<file path="src/rtl/relay_pkg.sv">
// Purpose: shared types and constants for the memory-to-relay switching block.
// Latency: n/a (declarations only).
// Backpressure: n/a.
package relay_pkg;

    localparam int CNT_W             = 16;
    localparam int SETTLE_CYCLES_DEF = 1000;

    typedef enum logic [1:0] {
        IDLE  = 2'd0,
        BREAK = 2'd1,
        MAKE  = 2'd2
    } relay_state_t;

    // Counter reload value for a phase lasting 'cycles' clocks (phase ends when the counter reads 0)
    function automatic logic [CNT_W-1:0] settle_load(input int cycles);
        return CNT_W'(cycles - 1);
    endfunction

endpackage

</file>
<file path="src/rtl/mem_sync_stable.sv">
// Purpose: two-flop synchroniser for the asynchronous memory word plus a compare stage that flags a settled sample.
// Latency: a new word is reported as stable 3 clk edges after it is captured.
// Backpressure: none; valid simply drops while consecutive synchronised samples differ.
module mem_sync_stable #(
    parameter int WIDTH = 16
) (
    input  logic             clk,
    input  logic             reset,
    input  logic [WIDTH-1:0] memory,
    output logic [WIDTH-1:0] stable,
    output logic             valid
);

    logic [WIDTH-1:0] sync1;
    logic [WIDTH-1:0] sync2;
    logic [WIDTH-1:0] cmp;

    // Synchroniser chain followed by the compare register holding the previous synchronised sample
    always_ff @(posedge clk) begin
        if (reset) begin
            sync1 <= '0;
            sync2 <= '0;
            cmp   <= '0;
        end else begin
            sync1 <= memory;
            sync2 <= sync1;
            cmp   <= sync2;
        end
    end

    // A sample is trusted only once two consecutive synchronised values agree
    assign stable = cmp;
    assign valid  = (sync2 == cmp);

endmodule

</file>
<file path="src/rtl/mem2relay.sv">
// Purpose: sequence relay coils from a requested memory word (optional break-before-make with MEM2RELAY_BBM_EN).
// Latency: sequence starts 1 cycle after a stable change; each phase lasts SETTLE_CYCLES; done 1 cycle after the last MAKE cycle.
// Backpressure: memory changes are ignored while busy; a change still pending at IDLE starts the next sequence.
module mem2relay
    import relay_pkg::*;
#(
    parameter int WIDTH         = 16,
    parameter int SETTLE_CYCLES = SETTLE_CYCLES_DEF
) (
    input  logic             clk,
    input  logic             reset,
    input  logic [WIDTH-1:0] memory,
    output logic [WIDTH-1:0] relay,
    output logic             busy,
    output logic             done
);

    localparam logic [CNT_W-1:0] CNT_LOAD = settle_load(SETTLE_CYCLES);

    relay_state_t     state, state_nxt;
    logic [CNT_W-1:0] cnt, cnt_nxt;
    logic [WIDTH-1:0] target, target_nxt;
    logic [WIDTH-1:0] applied, applied_nxt;
    logic             done_nxt;
    logic [WIDTH-1:0] stable;
    logic             valid;

    mem_sync_stable #(
        .WIDTH (WIDTH)
    ) u_sync (
        .clk    (clk),
        .reset  (reset),
        .memory (memory),
        .stable (stable),
        .valid  (valid)
    );

    // State, settle counter, latched target and last completed relay word
    always_ff @(posedge clk) begin
        if (reset) begin
            state   <= IDLE;
            cnt     <= '0;
            target  <= '0;
            applied <= '0;
            done    <= 1'b0;
        end else begin
            state   <= state_nxt;
            cnt     <= cnt_nxt;
            target  <= target_nxt;
            applied <= applied_nxt;
            done    <= done_nxt;
        end
    end

    // Next-state logic; the counter saturates at 0 so it never wraps
    always_comb begin
        state_nxt   = state;
        cnt_nxt     = (cnt != '0) ? cnt - CNT_W'(1) : cnt;
        target_nxt  = target;
        applied_nxt = applied;
        done_nxt    = 1'b0;
        case (state)
            IDLE: begin
                if (valid && (stable != applied)) begin
                    target_nxt = stable;
                    cnt_nxt    = CNT_LOAD;
`ifdef MEM2RELAY_BBM_EN
                    // Open coils that must drop before closing new ones
                    if ((applied & ~stable) != '0) state_nxt = BREAK;
                    else                           state_nxt = MAKE;
`else
                    state_nxt  = MAKE;
`endif
                end
            end
`ifdef MEM2RELAY_BBM_EN
            BREAK: begin
                if (cnt == '0) begin
                    state_nxt = MAKE;
                    cnt_nxt   = CNT_LOAD;
                end
            end
`endif
            MAKE: begin
                if (cnt == '0) begin
                    applied_nxt = target;
                    done_nxt    = 1'b1;
                    state_nxt   = IDLE;
                end
            end
            default: state_nxt = IDLE;
        endcase
    end

    // Coil drive follows the current phase; only coils common to old and new stay on during BREAK
    always_comb begin
        relay = applied;
        case (state)
`ifdef MEM2RELAY_BBM_EN
            BREAK:   relay = applied & target;
`endif
            MAKE:    relay = target;
            default: relay = applied;
        endcase
    end

    assign busy = (state != IDLE);

endmodule

</file>
<file path="config.mk">
export PLATFORM = sky130hd
export DESIGN_NAME = mem2relay
export DESIGN_NICKNAME = d
export VERILOG_FILES = /design/src/rtl/relay_pkg.sv /design/src/rtl/mem_sync_stable.sv /design/src/rtl/mem2relay.sv
export SDC_FILE = /design/constraint.sdc
export NUM_CORES = 1
export LEC_CHECK = 0
export ABC_AREA = 1
export CAP_MARGIN = 5
export CELL_PAD_IN_SITES_DETAIL_PLACEMENT = 1
export CELL_PAD_IN_SITES_GLOBAL_PLACEMENT = 2
export CORE_ASPECT_RATIO = 1.5
export CORE_MARGIN = 10
export CORE_UTILIZATION = 32
export CTS_CLUSTER_DIAMETER = 30
export DETAILED_ROUTE_END_ITERATION = 8
export PLACE_DENSITY_LB_ADDON = 0.25
export SLEW_MARGIN = 0
export SYNTH_ARGS = -nofsm -noshare
export SYNTH_HDL_FRONTEND = slang
export SYNTH_SLANG_ARGS = --single-unit
</file>
<file path="constraint.sdc">
create_clock -name clk -period 1.8 [get_ports clk]
set_clock_uncertainty 0.1 [all_clocks]
set_input_delay 0.54 -clock clk [delete_from_list [all_inputs] [get_ports clk]]
set_output_delay 0.54 -clock clk [all_outputs]
set_load 0.005 [all_outputs]
</file>
==> summary.txt <==
Clocking
  – CTS clk-pin slew, worst paths: 0.07 ns
  – Maximum clock path buffer count: 2
  – Worst-Skew Late Latency: about 0.35 ns
  – CTS buffer count: 9
  – Root Buffer: clkbuf_16
  – CTS tree: yes
  – # H-tree levels: 3
  – Clock Sinks: 98
  – CTS Hold Bufs: 0

Global route
  – Met3 Usage GRT: 2.94%
  – Grt ovf: 0
  – Busiest grt layer: met2
  – Vias in the first global route: 4404
  – Initial antenna violation count: 0
  – Met1 usage: 14.6%
  – Largest net degree at the start of global routing: 51
  – First-pass GRT wire length: 21600 um
  – Aggregate global-route resource usage: between 10% and 20%
  – Grt met2 use: between 20% and 30%

Timing
  – Period utilisation layout: 101%
  – Max_slew headroom: 77.2%
  – Final hold violations: 0
  – Max frequency: about 550 MHz
  – # setup viols final: 12
  – Final Critical Period: 1.82 ns
  – Actual slew at the worst max-slew pin: 0.341 ns
  – RSZ-0062 raised after global routing: yes
  – Setup ws final: -0.0226 ns
  – Final Slew Violations: 0

Power
  – VDD IR max: between 0.6 and 0.7 mV
  – Psw: between 2000 and 2500 uW
  – Cell Int Power: 4140 uW
  – Clock power frac: 28.6%
  – PwrDens: 1190 nW/um2
  – Combinational power share: 31.9%
  – Power Total: approximately 6500 uW
  – Seq pwr share: 39.5%
  – P_leak: 0.00255 uW
  – Sw Share: 36.0%

Floorplanning
  – Die Height: approximately 160 um
  – Core Region: ~13000 um2
  – Top Ports: 36
  – Die area: 18900 um2
  – Initial Util: 32.5%
  – Placement Rows: 52
  – Die width: ~120 um

Final layout
  – Number of diodes: 0
  – Fin nets: 724
  – Utilization after layout: around two fifths
  – Cell area after layout: 5450 um2
  – Layout cells sized above 1: 16.5%
  – Fillers: 1705
  – Synthesis-to-finish area growth: 24.4%

Status
  – Failing checks: negative setup slack
  – Outcome: finished with violations

Routing
  – First-pass iteration count of the detailed router: 4
  – Drt initial violations: ~150
  – WL final: ~13000 um
  – Vias per cell: 4.66
  – DRC Markers: 0
  – Antenna-violating nets left: 0
  – DR vias: 4062
  – WL/cell: approximately 15 um

Logic synthesis
  – Asr flop ratio synth: 0%
  – Synth area leader: dfxtp_1
  – EDFF count, synth: 0
  – Seq/Total Area, Yosys: 44.8%
  – Most frequent cell after synthesis: nand2_1
  – Synth cell count leaders: nand2_1, nor2_1, inv_1
  – Synth cell types: 30
  – Cell count after synthesis: 650
  – Syn Nets: 670
  – FF+latch count, synth: a little under 100
  – Synth top area cells: dfxtp_1, nand2_1, nor2_1
  – Post-synth top flop: dfxtp_1
  – Cell area after synthesis: about 4400 um2
  – Top-area cell type share of the netlist area: 44.8%
  – Warnings from Yosys: 0
  – Syn_area_per_cell: 6.74 um2

Critical path
  – CP required: 1.98 ns
  – CP Class: reg -> reg
  – Worst path cell trace: buf_6 -> buf_6 -> a21oi_2 -> nand2_1 -> nor2_1 -> nand2_1 -> nor2_4 -> nand3_4 -> buf_6 -> a21oi_2
  – Crit path from: state[1]
  – CP Data Arrival Time: 2.00 ns
  – FF-to-FF Start: state[1]
  – CP max stage cell: dfxtp_4
  – Worst-path fanout max: 8
  – Critical Path Source Type: register
  – Nature of the critical path endpoint: register
  – Crit path largest cell delay: 0.39 ns
  – CP most frequent cell: buf_6

Placement
  – Post-Place Setup Slack: -0.103 ns
  – Detail Placement HPWL: ~10000 um
  – PortBufs: 35
  – Routability-driven placement congestion ratio: 0.838
  – Dpl cell area: 5040 um2

Flow run
  – Max_cap viols: 0

Worst hold path
  – Worst min path class: reg -> reg
  – Hold Path Origin: u_sync.sync1[14]
==> power by group through the flow <==
| stage | Sequential (uW) | Clock [uW] | Combinational (uW) |
|---|---|---|---|
| final | 2550 | 1850 | 2070 |
| after global routing | 2580 | 2030 | 2340 |
| after CTS | 2550 | 1910 | 1990 |
| after detailed placement | 2590 | 0 | 1940 |
| after global placement | 2590 | 0 | 1880 |
| after floorplan | 2570 | 0 | 1490 |
==> worst max-delay path: cells and delay by family (launching register included) <==
kind / cells / cell delay, ns
AO/OA/AOI/OAI: 2 / 0.20
buffers and inverters: 3 / 0.45
flip-flops: 1 / 0.39
AND/OR/NAND/NOR: 5 / 0.61
==> registers in the layout (all words and copies together) (netlist names) <==
signal / flops
u_sync.sync2: 16
u_sync.sync1: 16
u_sync.stable: 16
cnt: 16
state: 1
target: 16
applied: 16
done: 1
==> metal layers <==
metal / up-vias / wire length [um]
met3: 17 / 324
met4: 0 / 337
met1: 1911 / 5020
met5: - / 0
li1: 2092 / -
met2: 42 / 7510
==> cells in the final DEF (no fill, tap or decap), drive strengths merged <==
cell / instances
nor4: 3
ha: 2
buf: 44
xor2: 9
o21ai: 41
nand3: 13
xnor2: 2
or2: 1
nor3: 6
o21bai: 1
clkbuf: 11
clkinv: 3
nand2: 170
nand4: 23
clkinvlp: 2
clkdlybuf4s50: 16
nand3b: 1
nor2: 130
dlygate4sd2: 1
a21oi: 23
dfxtp: 98
inv: 109
==> per-stage QoR <==
step | hold slack [ns] | cells | TNS [ns]
floorplan | 0.288 | 650 | 0
global placement | 0.296 | 851 | -0.868
detailed placement | 0.299 | 851 | -1.16
CTS | 0.301 | 869 | -0.125
global route | 0.311 | 871 | -3.24
finish | 0.298 | 871 | -0.111
==> what timing repair did <==
| action | CTS | global route |
|---|---|---|
| endpoints found under the setup margin | 31 | 64 |
| gates cloned | 1 | 1 |
| pin swaps | 5 | 4 |
| resized for setup | 106 | 33 |
| setup buffers | 1 | 1 |
==> worst paths after layout <==
check	to	slack, ns	cells past startpoint
worst min-delay path	u_sync.sync2[14]	0.30	2
worst min register to register	u_sync.sync2[14]	0.30	2
worst max register to register	cnt[6]	-0.02	10
worst max-delay path	cnt[6]	-0.02	10
==> logic make-up after synthesis <==
kind of cell,synth area share (%)
AO/OA/AOI/OAI,7.57
XOR/XNOR,2.20
adder cells (fa/ha/maj),0.571
buffers and inverters,11.5
flip-flops,44.8
AND/OR/NAND/NOR,33.3
==> layout make-up <==
class	instances	area, um2	share of cell area (%)
flip-flops and latches	98	1970	36.2
clock buffers	9	225	4.13
repair buffers	63	567	10.4
clock inverters	7	61.3	1.13
inverters	107	402	7.37
well taps	162	203	3.72
multi-input cells	425	2020	37.0
Note: power is estimated with default switching activity, not from simulation.
